`config.mk`:
```
export PLATFORM = sky130hd
export DESIGN_NAME = memory_arbiter
export DESIGN_NICKNAME = d
export VERILOG_FILES = /design/src/rtl/memory_arbiter.sv
export SDC_FILE = /design/constraint.sdc
export NUM_CORES = 1
export LEC_CHECK = 0
export BUFFER_PORTS_ARGS = -buffer_cell sky130_fd_sc_hd__buf_2
export CAP_MARGIN = 10
export CORE_AREA = 2 2 111 113
export DETAILED_ROUTE_END_ITERATION = 6
export DIE_AREA = 0 0 113 115
export RECOVER_POWER = 100
export SLEW_MARGIN = 20
export SYNTH_ARGS = -nofsm -noshare
export SYNTH_HDL_FRONTEND = slang
export SYNTH_SLANG_ARGS = --single-unit
export TNS_END_PERCENT = 1
```
`constraint.sdc`:
```
create_clock -name clk -period 1.8 [get_ports clk]
set_input_delay 0.36 -clock clk [delete_from_list [all_inputs] [get_ports clk]]
set_output_delay 0.36 -clock clk [all_outputs]
set_load 0.05 [all_outputs]
```
`src/rtl/memory_arbiter.sv`:
```
// Two-port round-robin arbiter sharing one memory port; one transaction in flight,
// combinational issue and response paths, offer rotated on every idle ready cycle.
module memory_arbiter #(
  parameter int ADDR_WIDTH = 32,
  parameter int DATA_WIDTH = 32
) (
  input  logic                    clk,
  input  logic                    reset,

  output logic                    req0_ready,
  input  logic                    req0_enable,
  input  logic                    req0_command,
  input  logic [ADDR_WIDTH-1:0]   req0_addr,
  input  logic [DATA_WIDTH-1:0]   req0_wdata,
  input  logic [DATA_WIDTH/8-1:0] req0_wstrb,
  output logic                    req0_valid,

  output logic                    req1_ready,
  input  logic                    req1_enable,
  input  logic                    req1_command,
  input  logic [ADDR_WIDTH-1:0]   req1_addr,
  input  logic [DATA_WIDTH-1:0]   req1_wdata,
  input  logic [DATA_WIDTH/8-1:0] req1_wstrb,
  output logic                    req1_valid,

  output logic [DATA_WIDTH-1:0]   req_rdata,

  input  logic                    mem_ready,
  output logic                    mem_enable,
  output logic                    mem_command,
  output logic [ADDR_WIDTH-1:0]   mem_addr,
  output logic [DATA_WIDTH-1:0]   mem_wdata,
  output logic [DATA_WIDTH/8-1:0] mem_wstrb,
  input  logic                    mem_valid,
  input  logic [DATA_WIDTH-1:0]   mem_rdata,

  output logic                    owner,
  output logic                    busy,
  output logic                    protocol_error
);

  typedef enum logic {IDLE, BUSY} state_t;

  state_t state_q, state_d;
  logic   offer_q, offer_d;
  logic   owner_q, owner_d;
  logic   perr_q,  perr_d;
  logic   sel;

  always_ff @(posedge clk) begin
    if (reset) begin
      state_q <= IDLE;
      offer_q <= 1'b0;
      owner_q <= 1'b0;
      perr_q  <= 1'b0;
    end else begin
      state_q <= state_d;
      offer_q <= offer_d;
      owner_q <= owner_d;
      perr_q  <= perr_d;
    end
  end

  always_comb begin
    state_d    = state_q;
    offer_d    = offer_q;
    owner_d    = owner_q;
    perr_d     = perr_q;
    req0_ready = 1'b0;
    req1_ready = 1'b0;
    req0_valid = 1'b0;
    req1_valid = 1'b0;
    mem_enable = 1'b0;
    case (state_q)
      IDLE: begin
        // Ready never looks at enable, so the requester's enable-from-ready path stays acyclic.
        req0_ready = mem_ready && !offer_q;
        req1_ready = mem_ready &&  offer_q;
        mem_enable = offer_q ? (req1_enable && req1_ready) : (req0_enable && req0_ready);
        if (mem_enable) begin
          state_d = BUSY;
          owner_d = offer_q;
          offer_d = ~offer_q;
        end else if (mem_ready) begin
          offer_d = ~offer_q;
        end
        if (mem_valid) perr_d = 1'b1;
      end
      BUSY: begin
        // A response coinciding with reset belongs to an abandoned transaction.
        req0_valid = mem_valid && !reset && !owner_q;
        req1_valid = mem_valid && !reset &&  owner_q;
        if (mem_valid) state_d = IDLE;
      end
      default: state_d = IDLE;
    endcase
  end

  assign sel         = (state_q == BUSY) ? owner_q : offer_q;
  assign mem_command = sel ? req1_command : req0_command;
  assign mem_addr    = sel ? req1_addr    : req0_addr;
  assign mem_wdata   = sel ? req1_wdata   : req0_wdata;
  assign mem_wstrb   = sel ? req1_wstrb   : req0_wstrb;

  assign req_rdata      = mem_rdata;
  assign owner          = owner_q;
  assign busy           = (state_q == BUSY);
  assign protocol_error = perr_q;

endmodule

```
Word-level counts from Yosys, hierarchy flattened --
Cells that the tools add are included.
Cells by class: mux-type cells 16, bitwise operators 2, reduce and logical (&&, ||, !) cells 14
Operators by type and width (count):
- $mux 32 | 2
- $mux 1 | 12
- $logic_and 1x1->1 | 7
- $reduce_and 2->1 | 3
- $mux 4 | 1
- $logic_not 1->1 | 3
- $not 1->1 | 2
- $pmux 1 s2 | 1
- $reduce_bool 2->1 | 1
Word-level totals: bits in registers 4, bits of input ports 176, output and inout bits 109, logic and storage cells 36

Logic depth before layout (Yosys ltp) --
Gate-level depths: netlist (run 1).
word-level depth 6, mapped depth 4

Worst setup path after synthesis (run 1) --
Ideal clock, no wire load.
path type register to output, from register state_q (netlist: busy), to output req1_valid, arrival time 1.988 ns, slack -0.548 ns, stages on the path, launching flop included 3, buffers on the path 0, path through dfxtp_1 nand2_1 nor3b_1
Between the ends: cells in the longest elaborated chain, start to end 1
RTL lines:
- start: declaration | RTL line 44 | state_t state_q, state_d;
- start signal: assignment | RTL line 57 | state_q <= state_d;
- $mux 1 | RTL line 74 | case (state_q)
- end: declaration | RTL line 24 | output logic req1_valid,
No other way between the ends.

Worst setup path after layout (run 1) --
from register state_q (netlist: busy), to output mem_addr[24]
Between the ends: cells in the longest elaborated chain, start to end 2
RTL lines:
- $mux 1 | RTL line 99 | assign sel = (state_q == BUSY) ? owner_q : offer_q;
- $mux 32 | RTL line 101 | assign mem_addr = sel ? req1_addr : req0_addr;
- end: declaration | RTL line 31 | output logic [ADDR_WIDTH-1:0] mem_addr,
No other way between the ends.

==> results of run 1 <==
## worst max-delay path, cell delays in order, from the launching register on
cell and delay (ns):
dfxtp_4 0.35, mux2i_4 0.29, buf_6 0.19, clkbuf_16 0.16
mux2_4 0.31, buf_8 0.15
## where the power goes
part / leakage [nW] / internal (mW) / switching (mW) / total (mW)
combinational: 1.72 / 0.952 / 1.12 / 2.08
sequential: 0.0342 / 0.0971 / 0.00709 / 0.104
clock: 0.0370 / 0.284 / 0.0669 / 0.351
total: 1.79 / 1.33 / 1.20 / 2.53
## cells by family (layout without fill, tap and decap cells)
| family | count (synthesis) | in the layout | share of synthesized area |
|---|---|---|---|
| buf+inv | 40 | 238 | 0.229 |
| xor+xnor | 1 | 1 | 0.00696 |
| simple gates | 13 | 13 | 0.0507 |
| flops | 4 | 4 | 0.0636 |
| mux | 70 | 70 | 0.625 |
| compound gates | 5 | 5 | 0.0249 |
## layout make-up
| class | count | area [sq um] |
|---|---|---|
| inverters | 1 | 3.75 |
| well taps | 147 | 184 |
| clock buffers | 3 | 75.1 |
| flip-flops and latches | 4 | 85.1 |
| fillers | 1226 | 8500 |
| multi-input cells | 89 | 1060 |
| repair buffers | 234 | 1900 |
## routing by layer
metal | vias up | global-route usage | wire length (um)
met5 | - | 0 | 0
met4 | 0 | 0.0138 | 26
met3 | 4 | 0.0216 | 798
met2 | 174 | 0.153 | 3690
met1 | 806 | 0.0842 | 2550
li1 | 842 | - | -
## cells in the mapped netlist
cell type | n | share of area
mux2_2 | 59 | 0.53
nor2_1 | 5 | 0.015
mux2i_1 | 1 | 0.0080
a2111oi_0 | 1 | 0.0070
nor2b_1 | 2 | 0.0099
a21oi_1 | 3 | 0.012
buf_2 | 5 | 0.020
nand2_1 | 2 | 0.0060
buf_4 | 33 | 0.20
mux2_1 | 10 | 0.089
nor3b_1 | 1 | 0.0060
and2_1 | 1 | 0.0050
buf_6 | 1 | 0.0089
xnor2_1 | 1 | 0.0070
dfxtp_1 | 4 | 0.064
or3_1 | 1 | 0.0050
nor3_1 | 1 | 0.0040
o31ai_1 | 1 | 0.0060
inv_1 | 1 | 0.0030
## flip-flops by register name, indices dropped and copies added (netlist names)
| name | cells |
|---|---|
| busy | 1 |
| protocol_error | 1 |
| offer_q | 1 |
| owner | 1 |
## path summary, 6_finish.rpt
path,from,to,cells past startpoint
hold / removal,mem_valid,protocol_error,3
setup / recovery,busy,mem_addr[24],5
hold reg to reg,protocol_error,protocol_error,2
setup reg to reg,busy,owner,4
## timing repair
item | 4_1_cts | 5_1_grt
resized for setup | 104 | 114
hold buffers | 0 | 0
buffers inserted | 2 | 0
endpoints found under the hold margin | 0 | 0
endpoints found under the setup margin | 69 | 69
cloned | 1 | 6
==> metrics.cfg, run 1 <==
[outcome]
status = finished with violations
violations = design-rule violations, negative setup slack

[worst_hold_path]
hold_class = input pin to flip-flop

[placement]
io_buffers = 220
place_area_sq_mm = 0.00235
post-place-cells = 466
dp_slack_ns = -0.0750
gp_congestion = 0.728
hpwl_um = 4790

[routing]
vias = 1826
viasPerCell = 3.82
routed_wl_um = 7060
drtPass1Iterations = 7
drt_iter0_drc = 42
wl_per_cell_um = 14.8
remaining_drc_errors = 20
ant_nets = 0

[clocking]
clk_path_buf_depth = 2
insertion_delay_ns = 0.23
htree_levels = 1
cts_tree = built
cts_buffers = 3
clockRootBuffer = clkbuf_16
clkSinkCount = 4
clk_pin_slew_ns = 0.03

[logic_synthesis]
ys_warn_count = 0
ys_types = 19
ys_seq_elements = 4
syn-cell-area_sq_mm = 0.00126
syn_avg_cell_area_sq_um = 9.46
netlist_instances = 133
ys_seq_area_frac = 0.0636
synth_fp_nets = 309

[final_layout]
layout.nets = 509
area_delta_synth_final_pct = 163
layout.cells.non_filler = 478
diodes = 0
final_cell_mix = buf_2 (151), mux2_4 (40), buf_6 (37), buf_8 (36), mux2_2 (29)
utilization = 0.281
drive_gt1_frac = 0.940
fin_area_sq_mm = 0.00331
layout_commonest_cell = buf_2

[sta]
worst_pin_slew_ns = 0.312
final.setup.tns_ns = -15.15
fin_crit_sh = 1.14
setup_viol = 69
worst_slack_ns = -0.259
hold_viol_final = 0
min_period_ns = 2.06
rsz0062_at_grt = true
slew_viol_final = 0
fmax_ghz = 0.486
slew_headroom = 0.786
finalClockSkew_ns = 0.00268
holdWs_ns = 0.400

[setup_path]
cp-end-kind = primary output
path_max_fanout = 5
cp.arrival_ns = 1.70
r2r_slack_ns = 0.48
cp-start-kind = flip-flop
criticalPathCategory = flip-flop to primary output
required_ns = 1.44

[global_routing]
grt_antenna_before_repair = 0
grt_pass1_wl_um = 7980
grtUsageTotal = 0.0780
first_global_vias = 1716
grt-ovfl-total = 0
grt_max_degree = 30

[floorplan]
ios = 285
die_y_um = 115
fp.dieArea_sq_mm = 0.0130
row_count = 40
start_util = 0.107
die_x_um = 113
core_sq_mm = 0.0118

[pwr]
pwr_density_cell_mw_per_mm2 = 764
vdd_drop_max_v = 0.000304
leakagePower_nw = 1.79
total_power_mw = 2.53

[run]
maxCapViolCount = 0

No activity file was read; power rests on OpenSTA's default activity.
==> run 2, diff against run 1 <==
--- a/config.mk
+++ b/config.mk
@@ -7,10 +7,10 @@
 export LEC_CHECK = 0
 export BUFFER_PORTS_ARGS = -buffer_cell sky130_fd_sc_hd__buf_2
 export CAP_MARGIN = 10
-export CORE_AREA = 2 2 111 113
+export CORE_AREA = 2 2 110 112
 export DETAILED_ROUTE_END_ITERATION = 6
-export DIE_AREA = 0 0 113 115
-export RECOVER_POWER = 100
+export DIE_AREA = 0 0 112 114
+export RECOVER_POWER = 25
 export SLEW_MARGIN = 20
 export SYNTH_ARGS = -nofsm -noshare
 export SYNTH_HDL_FRONTEND = slang
==> constraint.sdc (replaced) <==
create_clock -name clk -period 2.3 [get_ports clk]
set_input_delay 0.46 -clock clk [delete_from_list [all_inputs] [get_ports clk]]
set_output_delay 0.46 -clock clk [all_outputs]
set_load 0.05 [all_outputs]
==> run 2 against run 1 <==
  * The flow now finishes without violations
  * Setup slack improved by 0.31 ns
  * Utilization fell by 7.2 points
  * Clock-buffer cell count is the same
  * Hold slack improved by 0.073 ns
  * Cell area fell by 26%
  * Die area is 1.7% lower
  * Largest cell class unchanged
==> metrics.cfg, run 2 (same netlist as run 1, synthesis figures left out) <==
[outcome]
status = completed

[worst_hold_path]
hold_class = flip-flop to flip-flop
holdPathEnd = protocol_error
min_path_cells = 2
min_from = protocol_error

[setup_path]
crit_chain = mux2i_4 > bufbuf_16 > mux2_2 > buf_2
crit_buf_inv = 2
r2r_slack_ns = 1.09
cp.arrival_ns = 1.79
reg2reg_to = owner
rr_startpoint = busy
cp-end-kind = primary output
required_ns = 1.84
criticalPathCategory = flip-flop to primary output
crit_family = multiplexers
critPathMaxStageDelay_ns = 0.37
critPathSlowestCell = dfxtp_4
reg2reg_depth = 3
cp-start-kind = flip-flop
path_max_fanout = 18

[routing]
wl_per_cell_um = 12.2
drtPass1Iterations = 4
vias = 1726
remaining_drc_errors = 0
routed_wl_um = 5690
ant_nets = 0
viasPerCell = 3.69
drt_iter0_drc = 18

[global_routing]
grt_pass1_wl_um = 7600
first_global_vias = 1513
grtUsageTotal = 0.0753
grt_antenna_before_repair = 0
grt-ovfl-total = 0
grt_max_degree = 34

[sta]
fin_crit_sh = 0.980
slew_headroom = 0.773
worst_slack_ns = 0.0466
finalClockSkew_ns = 0.00166
final.setup.tns_ns = 0
fmax_ghz = 0.444
hold_viol_final = 0
slew_viol_final = 0
min_period_ns = 2.25
rsz0062_at_grt = true
setup_viol = 0
worst_pin_slew_ns = 0.332

[clocking]
clkSinkCount = 4
cts_tree = built
htree_levels = 1
clk_path_buf_depth = 2
cts_buffers = 3
insertion_delay_ns = 0.23
clockRootBuffer = clkbuf_16
clk_pin_slew_ns = 0.03

[floorplan]
die_y_um = 114
die_x_um = 112
fp.dieArea_sq_mm = 0.0128
ios = 285
core_sq_mm = 0.0117
row_count = 40
start_util = 0.107

[final_layout]
final_cell_mix = buf_2 (216), mux2_2 (59), mux2_1 (10), nor2_1 (5), buf_4 (5)
layout.nets = 499
area_delta_synth_final_pct = 94.3
diodes = 0
layout_commonest_cell = buf_2
fillerInstances = 1342
drive_gt1_frac = 0.900

[pwr]
pwr_density_cell_mw_per_mm2 = 622
leakagePower_nw = 1.32
vdd_drop_max_v = 0.000180

[placement]
io_buffers = 220
dp_slack_ns = 0.190
hpwl_um = 4970
gp_congestion = 0.770

[run]
maxCapViolCount = 0

[run 2: stage by stage]
step,hold WS (ns),utilization,cell area (sq um),power [mW],instances
floorplan,0.529,-,1260,1.08,133
global placement,0.444,0.198,2320,1.22,463
detailed placement,0.461,0.198,2320,1.22,463
CTS,0.471,0.207,2430,1.53,467
global route,0.505,0.209,2450,1.58,468
finish,0.474,0.209,2450,1.52,468
[run 2: how the worst max path moves through the flow]
stage / cells after the start / start / slack [ns] / to
after CTS: 4 / busy / -0.05 / mem_wdata[7]
after detailed placement: 4 / busy / 0.19 / mem_wdata[11]
after global placement: 4 / busy / 0.22 / mem_addr[26]
after global routing: 4 / busy / -0.02 / mem_wdata[5]
after floorplan: 4 / busy / -0.11 / mem_wdata[22]
final: 4 / busy / 0.05 / mem_wdata[7]
[run 2: power by group]
| group | internal (mW) | switching [mW] |
|---|---|---|
| clock | 0.222 | 0.0516 |
| combinational | 0.393 | 0.767 |
| sequential | 0.0759 | 0.0103 |
[run 2: timing repair]
item | CTS | global route
setup buffers | 0 | 1
hold buffers | 0 | 0
gates cloned | 1 | 0
gates resized for setup | 2 | 7
endpoints found under the setup margin | 58 | 40
[run 2: tightest hold or removal path: cells and delay by family (launching register included)]
kind | cells | cell delay [ns]
AND/OR/NAND/NOR | 1 | 0.08
flip-flops | 1 | 0.32
AO/OA/AOI/OAI | 1 | 0.04
[run 2: layer usage]
layer,vias to the layer above,share of wire,GRT usage,wire length (um)
li1,820,-,-,-
met5,-,0,0,0
met2,165,0.49,0.135,2790
met1,733,0.35,0.0825,1960
met3,8,0.15,0.0276,855
met4,0,0.014,0.0252,80
[run 2: area by class of cell]
cell class,count,area [sq um],area share
clock buffers,3,75.1,0.0307
inverters,1,3.75,0.00153
multi-input cells,89,908,0.371
flip-flops and latches,4,83.8,0.0343
well taps,147,184,0.0752
repair buffers,224,1190,0.487
==> run 3, diff against run 2 <==
==> constraint.sdc (replaced) <==
create_clock -name clk -period 2.4 [get_ports clk]
set_input_delay 0.48 -clock clk [delete_from_list [all_inputs] [get_ports clk]]
set_output_delay 0.48 -clock clk [all_outputs]
set_load 0.05 [all_outputs]
==> run 3 against run 2 <==
  * Final cell count increased by 0.21%
  * Clock skew about the same
  * Global-route usage decreased by 0.29 points
  * Sequential share of layout area decreased by 0.085 points
  * Utilization decreased by 0.11 points
  * Sequential cell count unchanged
  * Clock-buffer cell count unchanged
  * Sequential power decreased by 3.6%
  * Power decreased by 4.9%
  * Via count increased by 0.12%
  * Die area unchanged
  * Hold slack got worse by 0.012 ns
  * Critical endpoint is now mem_addr[13]
==> metrics.cfg, run 3 (same netlist as run 1, synthesis figures left out) <==
[global_routing]
first_global_vias = 1480
grt_antenna_before_repair = 0
grt-ovfl-total = 0
grt_max_degree = 37
grtUsageTotal = 0.0723
grt_pass1_wl_um = 7340

[final_layout]
multi_input_area_sq_um = 908
layout.nets = 500
area_delta_synth_final_pct = 93.3
final_cell_mix = buf_2 (220), mux2_2 (59), mux2_1 (10), nor2_1 (5), clkbuf_16 (4)
layout.cells.non_filler = 469
regArea_sq_um = 81.3
layout_commonest_cell = buf_2
fin_area_sq_mm = 0.00243
drive_gt1_frac = 0.901
fillerInstances = 1328
diodes = 0

[sta]
fin_crit_sh = 0.950
hold_viol_final = 0
rsz0062_at_grt = false
final.setup.tns_ns = 0
finalClockSkew_ns = 0.00128
worst_pin_slew_ns = 0.341
min_period_ns = 2.28
worst_slack_ns = 0.120
setup_viol = 0
slew_headroom = 0.767
fmax_ghz = 0.439
slew_viol_final = 0

[clocking]
clk_pin_slew_ns = 0.03
cts_tree = built
clkSinkCount = 4
insertion_delay_ns = 0.22
cts_buffers = 3
htree_levels = 1
holdBufCountCts = 0
clk_path_buf_depth = 2
clockRootBuffer = clkbuf_16

[pwr]
pwr_density_cell_mw_per_mm2 = 594
vdd_drop_max_v = 0.000165
leakagePower_nw = 1.31
total_power_mw = 1.45

[run]
maxCapViolCount = 0

[floorplan]
ios = 285
die_x_um = 112
die_y_um = 114
row_count = 40
core_sq_mm = 0.0117
fp.dieArea_sq_mm = 0.0128
start_util = 0.107

[setup_path]
cp.arrival_ns = 1.80
required_ns = 1.92
criticalPathCategory = flip-flop to primary output
crit_family = multiplexers
cp-start-kind = flip-flop
crit_buf_inv = 3
path_max_fanout = 33
crit_chain = mux2i_4 > buf_4 > buf_12 > mux2_2 > buf_2
critPathSlowestCell = dfxtp_2
critPathMaxStageDelay_ns = 0.39
cp-end-kind = primary output

[routing]
vias = 1728
wl_per_cell_um = 12.3
viasPerCell = 3.68
ant_nets = 0
drtPass1Iterations = 3
routed_wl_um = 5770
remaining_drc_errors = 0
drt_iter0_drc = 5

[placement]
io_buffers = 220
dp_slack_ns = 0.268
post-place-cells = 463
gp_congestion = 0.829
place_area_sq_mm = 0.00232
hpwl_um = 5020

[outcome]
status = completed

[worst_hold_path]
hold_class = flip-flop to flip-flop

## run 3: area by class of cell
class                           instances  area share
Sequential cell                         4      0.0334
Tap cell                              147      0.0756
Timing Repair Buffer                  225       0.485
Multi-Input combinational cell         89       0.373
Inverter                                1     0.00154
Clock buffer                            3      0.0308
## run 3: routing by layer
layer  share of wire  vias to the layer above  GRT usage
met5               0                        -          0
met4           0.011                        0     0.0203
met3            0.15                        6     0.0298
met2            0.51                      164      0.135
met1            0.33                      737     0.0745
li1                -                      821          -
## run 3: power breakdown
group | total [mW] | switching, mW | leakage (nW) | internal, mW
Combinational | 1.11 | 0.740 | 1.24 | 0.368
Clock | 0.255 | 0.0424 | 0.0370 | 0.212
Sequential | 0.0831 | 0.00992 | 0.0334 | 0.0731
## run 3: metrics by stage
stage	hold WS, ns	utilization
after detailed placement	0.460	0.198
final	0.462	0.208
after CTS	0.466	0.204
after global placement	0.451	0.198
after floorplan	0.529	-
after global routing	0.490	0.208
## run 3: path summary, 6_finish.rpt
path                   from              to  slack, ns  cells after the start
max                    busy    mem_addr[13]       0.12                      5
min          protocol_error  protocol_error       0.46                      2
max reg2reg            busy           owner       1.18                      3
min reg2reg  protocol_error  protocol_error       0.46                      2
## run 3: worst register-to-register path, cell delays in order (launching register included)
cell	delay (ns)
dfxtp_2	0.35
nor2b_1	0.27
a21oi_1	0.11
a2111oi_0	0.37
## run 3: what timing repair did
action / 4_1_cts / 5_1_grt
setup buffers: 0 / 2
gates resized for setup: 0 / 1
endpoints found under the setup margin: 0 / 20
